--- src/rtl/keccak_round_sequencer.sv ---
// Round controller for the 64-slice Keccak datapath: load, NUM_ROUNDS
// start/wait/capture rounds with a WAIT watchdog, then a valid/ready result.
module keccak_round_sequencer #(
    parameter int NUM_ROUNDS = 24,
    parameter int WAIT_MAX   = 255
) (
    input  logic       clk,
    input  logic       rst,
    input  logic       in_valid,
    output logic       in_ready,
    output logic       stage_start,
    input  logic       stage_all_ready,
    output logic       state_sel,
    output logic       state_we,
    output logic [4:0] round_idx,
    output logic       out_valid,
    input  logic       out_ready,
    output logic       busy,
    output logic       timeout_err
);

    typedef enum logic [2:0] {
        S_IDLE,
        S_LOAD,
        S_START,
        S_WAIT,
        S_CAPTURE,
        S_DONE,
        S_ERR
    } state_t;

    localparam logic [4:0] LAST_ROUND = 5'(NUM_ROUNDS - 1);
    localparam logic [7:0] WDOG_LAST  = 8'(WAIT_MAX - 1);

    state_t     state_q, state_d;
    logic [4:0] round_q, round_d;
    logic [7:0] wdog_q,  wdog_d;

    always_ff @(posedge clk or negedge rst) begin
        if (!rst) begin
            state_q <= S_IDLE;
            round_q <= 5'd0;
            wdog_q  <= 8'd0;
        end else begin
            state_q <= state_d;
            round_q <= round_d;
            wdog_q  <= wdog_d;
        end
    end

    always_comb begin
        state_d = state_q;
        round_d = round_q;
        wdog_d  = wdog_q;
        unique case (state_q)
            S_IDLE: begin
                if (in_valid) begin
                    state_d = S_LOAD;
                end
            end
            S_LOAD: begin
                round_d = 5'd0;
                state_d = S_START;
            end
            S_START: begin
                wdog_d  = 8'd0;
                state_d = S_WAIT;
            end
            S_WAIT: begin
                // Ready wins over the watchdog in the last allowed cycle.
                if (stage_all_ready) begin
                    state_d = S_CAPTURE;
                end else if (wdog_q == WDOG_LAST) begin
                    state_d = S_ERR;
                end else begin
                    wdog_d = wdog_q + 8'd1;
                end
            end
            S_CAPTURE: begin
                if (round_q == LAST_ROUND) begin
                    state_d = S_DONE;
                end else begin
                    round_d = round_q + 5'd1;
                    state_d = S_START;
                end
            end
            S_DONE: begin
                if (out_ready) begin
                    round_d = 5'd0;
                    state_d = S_IDLE;
                end
            end
            S_ERR: begin
                state_d = S_ERR;
            end
            default: begin
                state_d = S_IDLE;
            end
        endcase
    end

    // Outputs are pure decodes so reset reaches them without a clock edge.
    assign in_ready    = (state_q == S_IDLE);
    assign busy        = (state_q != S_IDLE);
    assign stage_start = (state_q == S_START);
    assign state_sel   = (state_q == S_CAPTURE);
    assign state_we    = (state_q == S_LOAD) || (state_q == S_CAPTURE);
    assign out_valid   = (state_q == S_DONE);
    assign timeout_err = (state_q == S_ERR);
    assign round_idx   = round_q;

endmodule
--- config.mk ---
export PLATFORM = sky130hd
export DESIGN_NAME = keccak_round_sequencer
export DESIGN_NICKNAME = d
export VERILOG_FILES = /design/src/rtl/keccak_round_sequencer.sv
export SDC_FILE = /design/constraint.sdc
export NUM_CORES = 1
export LEC_CHECK = 0
export CELL_PAD_IN_SITES_DETAIL_PLACEMENT = 1
export CELL_PAD_IN_SITES_GLOBAL_PLACEMENT = 2
export CORE_ASPECT_RATIO = 1.75
export CORE_MARGIN = 2
export CORE_UTILIZATION = 31
export CTS_CLUSTER_DIAMETER = 150
export DETAILED_ROUTE_END_ITERATION = 12
export PLACE_DENSITY_LB_ADDON = 0.1
export SETUP_SLACK_MARGIN = 0.02
export SKIP_CTS_REPAIR_TIMING = 1
export SLEW_MARGIN = 30
export SYNTH_ARGS = -nofsm -noshare
export SYNTH_HDL_FRONTEND = slang
export SYNTH_SLANG_ARGS = --single-unit
export TNS_END_PERCENT = 30
--- constraint.sdc ---
create_clock -name clk -period 1.7 [get_ports clk]
set_input_delay 0.17 -clock clk [delete_from_list [all_inputs] [get_ports clk]]
set_output_delay 0.17 -clock clk [all_outputs]
set_load 0.05 [all_outputs]
### Yosys cells after proc, flatten, opt, wreduce, memory -nomap -nowiden

Cells that the tools add are included.

* logic and storage cells: 39
* bits in registers: 16

* muxes and demuxes: 12
* reductions and logical operators: 8
* add/subtract/negate cells: 2
* eq/ne operators: 14

Operators with widths (count)
* $pmux 3 s7: 1
* $mux 8: 2
* $pmux 8 s2: 1
* $mux 3: 5
* $pmux 5 s3: 1
* $mux 5: 2
* $eq 3x3->1 const B: 3
* $reduce_and 3->1: 3
* $add 8x1->8 const B: 1
* $eq 8x8->1 const B: 1
* $ne 2x2->1 const B: 4
* $eq 3x2->1 const B: 2
* $reduce_bool 3->1: 2
* $add 5x1->5 const B: 1
* $eq 5x5->1 const B: 1
* $eq 3x1->1 const B: 1
* $logic_not 3->1: 1
* $ne 3x3->1 const B: 1
* $ne 2x1->1 const B: 1
* $reduce_bool 2->1: 1
* $logic_or 1x1->1: 1

### Logic depth before layout (Yosys ltp)

* word-level depth: 4
* gate-level depth with buffers: 6

### Least setup slack after synthesis

No wires, ideal clock.

* kind: register to register
* start: register state_q[1]
* end: register state_q[0]
* period minus slack after synthesis: 2.775 ns
* required time: 1.579 ns
* setup time: 0.121 ns
* cell stages (with the launch flop): 5
* arrival: 2.654 ns
* slack: -1.075 ns
* cells stage by stage: dfrtp_1 -> buf_2 -> nor3_1 -> inv_1 -> o22a_1

* longest elaborated chain between the ends: 3

Ends and longest elaborated chain
* start, declared: RTL line 35 `state_t state_q, state_d;`
* start signal, assigned: RTL line 45 `state_q <= state_d;`
* $logic_not 3->1 *
* net in_ready: RTL line 10 `output logic in_ready,`
* $ne 2x2->1 (no source line)
* $reduce_and 3->1 (no source line)

Mark *: on every way through the listed nets, which the timed path passes. The rest lies on a longest branch.
A chain may end at the register's enable or synchronous reset.

### Final worst setup path

* start: register wdog_q[0]
* end: register state_q[0]

* longest elaborated chain between the ends: 3

Ends and longest elaborated chain
* start, declared: RTL line 37 `logic [7:0] wdog_q, wdog_d;`
* start signal, assigned: RTL line 47 `wdog_q <= wdog_d;`
* $eq 8x8->1: RTL line 73 `end else if (wdog_q == WDOG_LAST) begin`
* $ne 3x3->1 (no source line)
* $reduce_and 3->1 (no source line)

Every way passes these cells.

==> results.json <==
{
  "path_buf_inv": 2,
  "drtIter0Drc": 3,
  "clockBufferDepth": 2,
  "leakagePower_nw": 0.592,
  "worstPathRequired_ps": 1850,
  "drive_gt1_share_pct": 28.2,
  "final_cell_count_no_fill": 152,
  "ys_seq_area_share_pct": 42.7,
  "num_rows": 26,
  "syn_area_um2": 937,
  "ys_types": 37,
  "yosysMostFrequentCell": "dfrtp_1",
  "drt_wl_total_um": 2390,
  "grt_pass1_vias": 915,
  "maxCapViolCount": 0,
  "max_stage_delay_ps": 420,
  "fp.dieH_um": 76.7,
  "hold_class": "input pin to asynchronous set/reset pin",
  "vias_per_cell": 5.48,
  "core-area_um2": 2900,
  "power.share.clock_pct": 16.4,
  "synth_top_area_cell": "dfrtp_1",
  "ios": 17,
  "drv_slew": 0,
  "track_usage_pct": 16.0,
  "endpoint_kind": "register",
  "dp.cells": 148,
  "cp_max_fo": 8,
  "globalRouteOverflowTotal": 0,
  "seqPwrFrac_pct": 24.1,
  "h-tree-depth": 1,
  "synth_ff_type": "dfrtp_1",
  "finalPower_w": 0.00216,
  "portBuffers": 16,
  "p_per_area_nw_per_um2": 1650,
  "worst_ep_arrival_time_ps": 1730,
  "r2r_start": "wdog_q[0]$_DFFE_PN0P_",
  "syn_area_per_cell_um2": 9.37,
  "cts.root.buffer_cell": "clkbuf_8",
  "synth_top_area_share_pct": 42.7,
  "drcViolationCount": 0,
  "initial_core_util_pct": 32.4,
  "setup_viol": 0,
  "die_x_um": 45.6,
  "synth.area.top_cells": "dfrtp_1 43%, nand3_1 4.8%, xor2_1 4.7%",
  "syn_to_final_growth_pct": 39.8,
  "path_cells": "inv_1 -> ha_1 -> nand3_2 -> o21ai_4 -> buf_4 -> o21ai_0 -> o22a_1",
  "ant_nets": 0,
  "min_period_over_period_pct": 93.4,
  "ys_warn_count": 0,
  "switchingPower_w": 0.000959,
  "synth_edf_count": 0,
  "cp_slowest_cell": "dfrtp_1",
  "nNetsFinal": 133,
  "cts_buffers": 3,
  "grt_max_degree": 17,
  "synth_fp_nets": 108,
  "async_reset_ff_share_pct": 100,
  "critPathKind": "register to register",
  "min_period_ps": 1590,
  "cts_sinks": 16,
  "synth_common_cells": "16 x dfrtp_1, 11 x nor2_1, 9 x nand3_1, 6 x nand2_1, 6 x o21ai_0",
  "synth_cells": 100,
  "vdd_ir_drop_max_uv": 712,
  "p_int_w": 0.00120,
  "switching_share_pct": 44.4,
  "worstMarginPinSlew_ps": 388,
  "finalHoldViolations": 0,
  "clock_skew_ps": 1.11,
  "max_freq_mhz": 630,
  "wl_per_cell_um": 15.7,
  "postLayoutCoreUtil_pct": 45.2,
  "grt_pass1_wl_um": 4170,
  "max-slew-margin-rel_pct": 74.1,
  "place_hpwl_um": 1830,
  "die_area_um2": 3500,
  "vias": 833,
  "cp_top_family": "compound AO/OA/AOI/OAI gates",
  "clk_pin_slew_worst_paths_ps": 70,
  "antenna_found_initial": 0,
  "cp-startpoint": "wdog_q[0]$_DFFE_PN0P_",
  "pwr-share-comb_pct": 59.5,
  "tritoncts": "built",
  "place_congestion": 0.764,
  "ys_ff_latch": 16,
  "first_pass_iters": 2,
  "n_antenna_cell": 0,
  "insertion_delay_ps": 250,
  "worstSetupStartpointType": "register",
  "status": "completed"
}
==> cells in the final DEF (no fill, tap or decap), types with 3 or more instances in the layout <==
cell type,instances
a21oi_1,4
buf_12,7
buf_4,11
clkbuf_8,4
clkdlybuf4s50_1,4
dfrtp_1,16
ha_1,3
inv_1,4
nand2_1,6
nand3_1,8
nor2_1,9
o21ai_0,6
xor2_1,5
==> kinds of logic (layout without fill, tap and decap cells) <==
logic type      after synthesis  count (layout)  share of synthesized area (%)
compound gates               20              20                           15.0
fa+ha+maj                     3               3                           4.01
xor+xnor                      6               6                           5.61
flops                        16              16                           42.7
simple gates                 47              47                           28.8
buf+inv                       8              32                           3.87
==> power by group through the flow <==
stage	clock network [W]	logic, W	registers, W
3_5_place_dp	0	0.00129	0.000525
5_1_grt	0.000381	0.00140	0.000533
2_1_floorplan	0	0.000703	0.000580
4_1_cts	0.000366	0.00129	0.000517
3_3_place_gp	0	0.00127	0.000522
6_report	0.000355	0.00128	0.000521
==> worst register-to-register path, delay by kind of cell, from the launching register on <==
| family | cells | cell delay, ps |
|---|---|---|
| compound gates | 3 | 470 |
| fa+ha+maj | 1 | 200 |
| buf+inv | 2 | 250 |
| flops | 1 | 420 |
| simple gates | 1 | 150 |
==> through the flow <==
step                      setup WS, ps  TNS, ps  hold WS, ps  area (um^2)
after floorplan                   -151     -151         -126          953
after global placement            39.8        0          517         1240
after detailed placement          11.5        0          523         1240
after CTS                         40.0        0          249         1300
after global routing             -7.02    -7.02          256         1310
final                              112        0          239         1310
==> flip-flops by register name, summed over array words and instances, names as in the netlist <==
name	count
round_idx	5
state_q	3
wdog_q	8
==> per-layer routing <==
| layer | global-route usage [%] | up-vias | part of all wire (%) | wire length [um] |
|---|---|---|---|---|
| li1 | - | 401 | - | - |
| met4 | 8.24 | 0 | 2.8 | 68 |
| met3 | 3.29 | 6 | 2.8 | 68 |
| met1 | 17.5 | 410 | 40 | 947 |
| met2 | 27.2 | 16 | 55 | 1310 |
| met5 | 0 | - | 0 | 0 |
==> final timing paths <==
path	to	slack (ps)	cells after the start
hold reg to reg	round_idx[0]$_DFFE_PN0P_	550	1
max in group asynchronous	state_q[1]$_DFFE_PN0P_	1270	2
hold / removal	wdog_q[2]$_DFFE_PN0P_	240	2
min in group clk	round_idx[0]$_DFFE_PN0P_	550	1
setup reg to reg	state_q[0]$_DFFE_PN0P_	110	7
setup / recovery	state_q[0]$_DFFE_PN0P_	110	7
==> area by class of cell <==
cell class	count	area [um^2]
clock buffer	4	55.1
fill	331	1590
inverter	5	18.8
multi-input combinational	76	527
sequential	16	400
tap	28	35.0
timing repair buffer	23	274
Power figures use the tool's default switching activity.
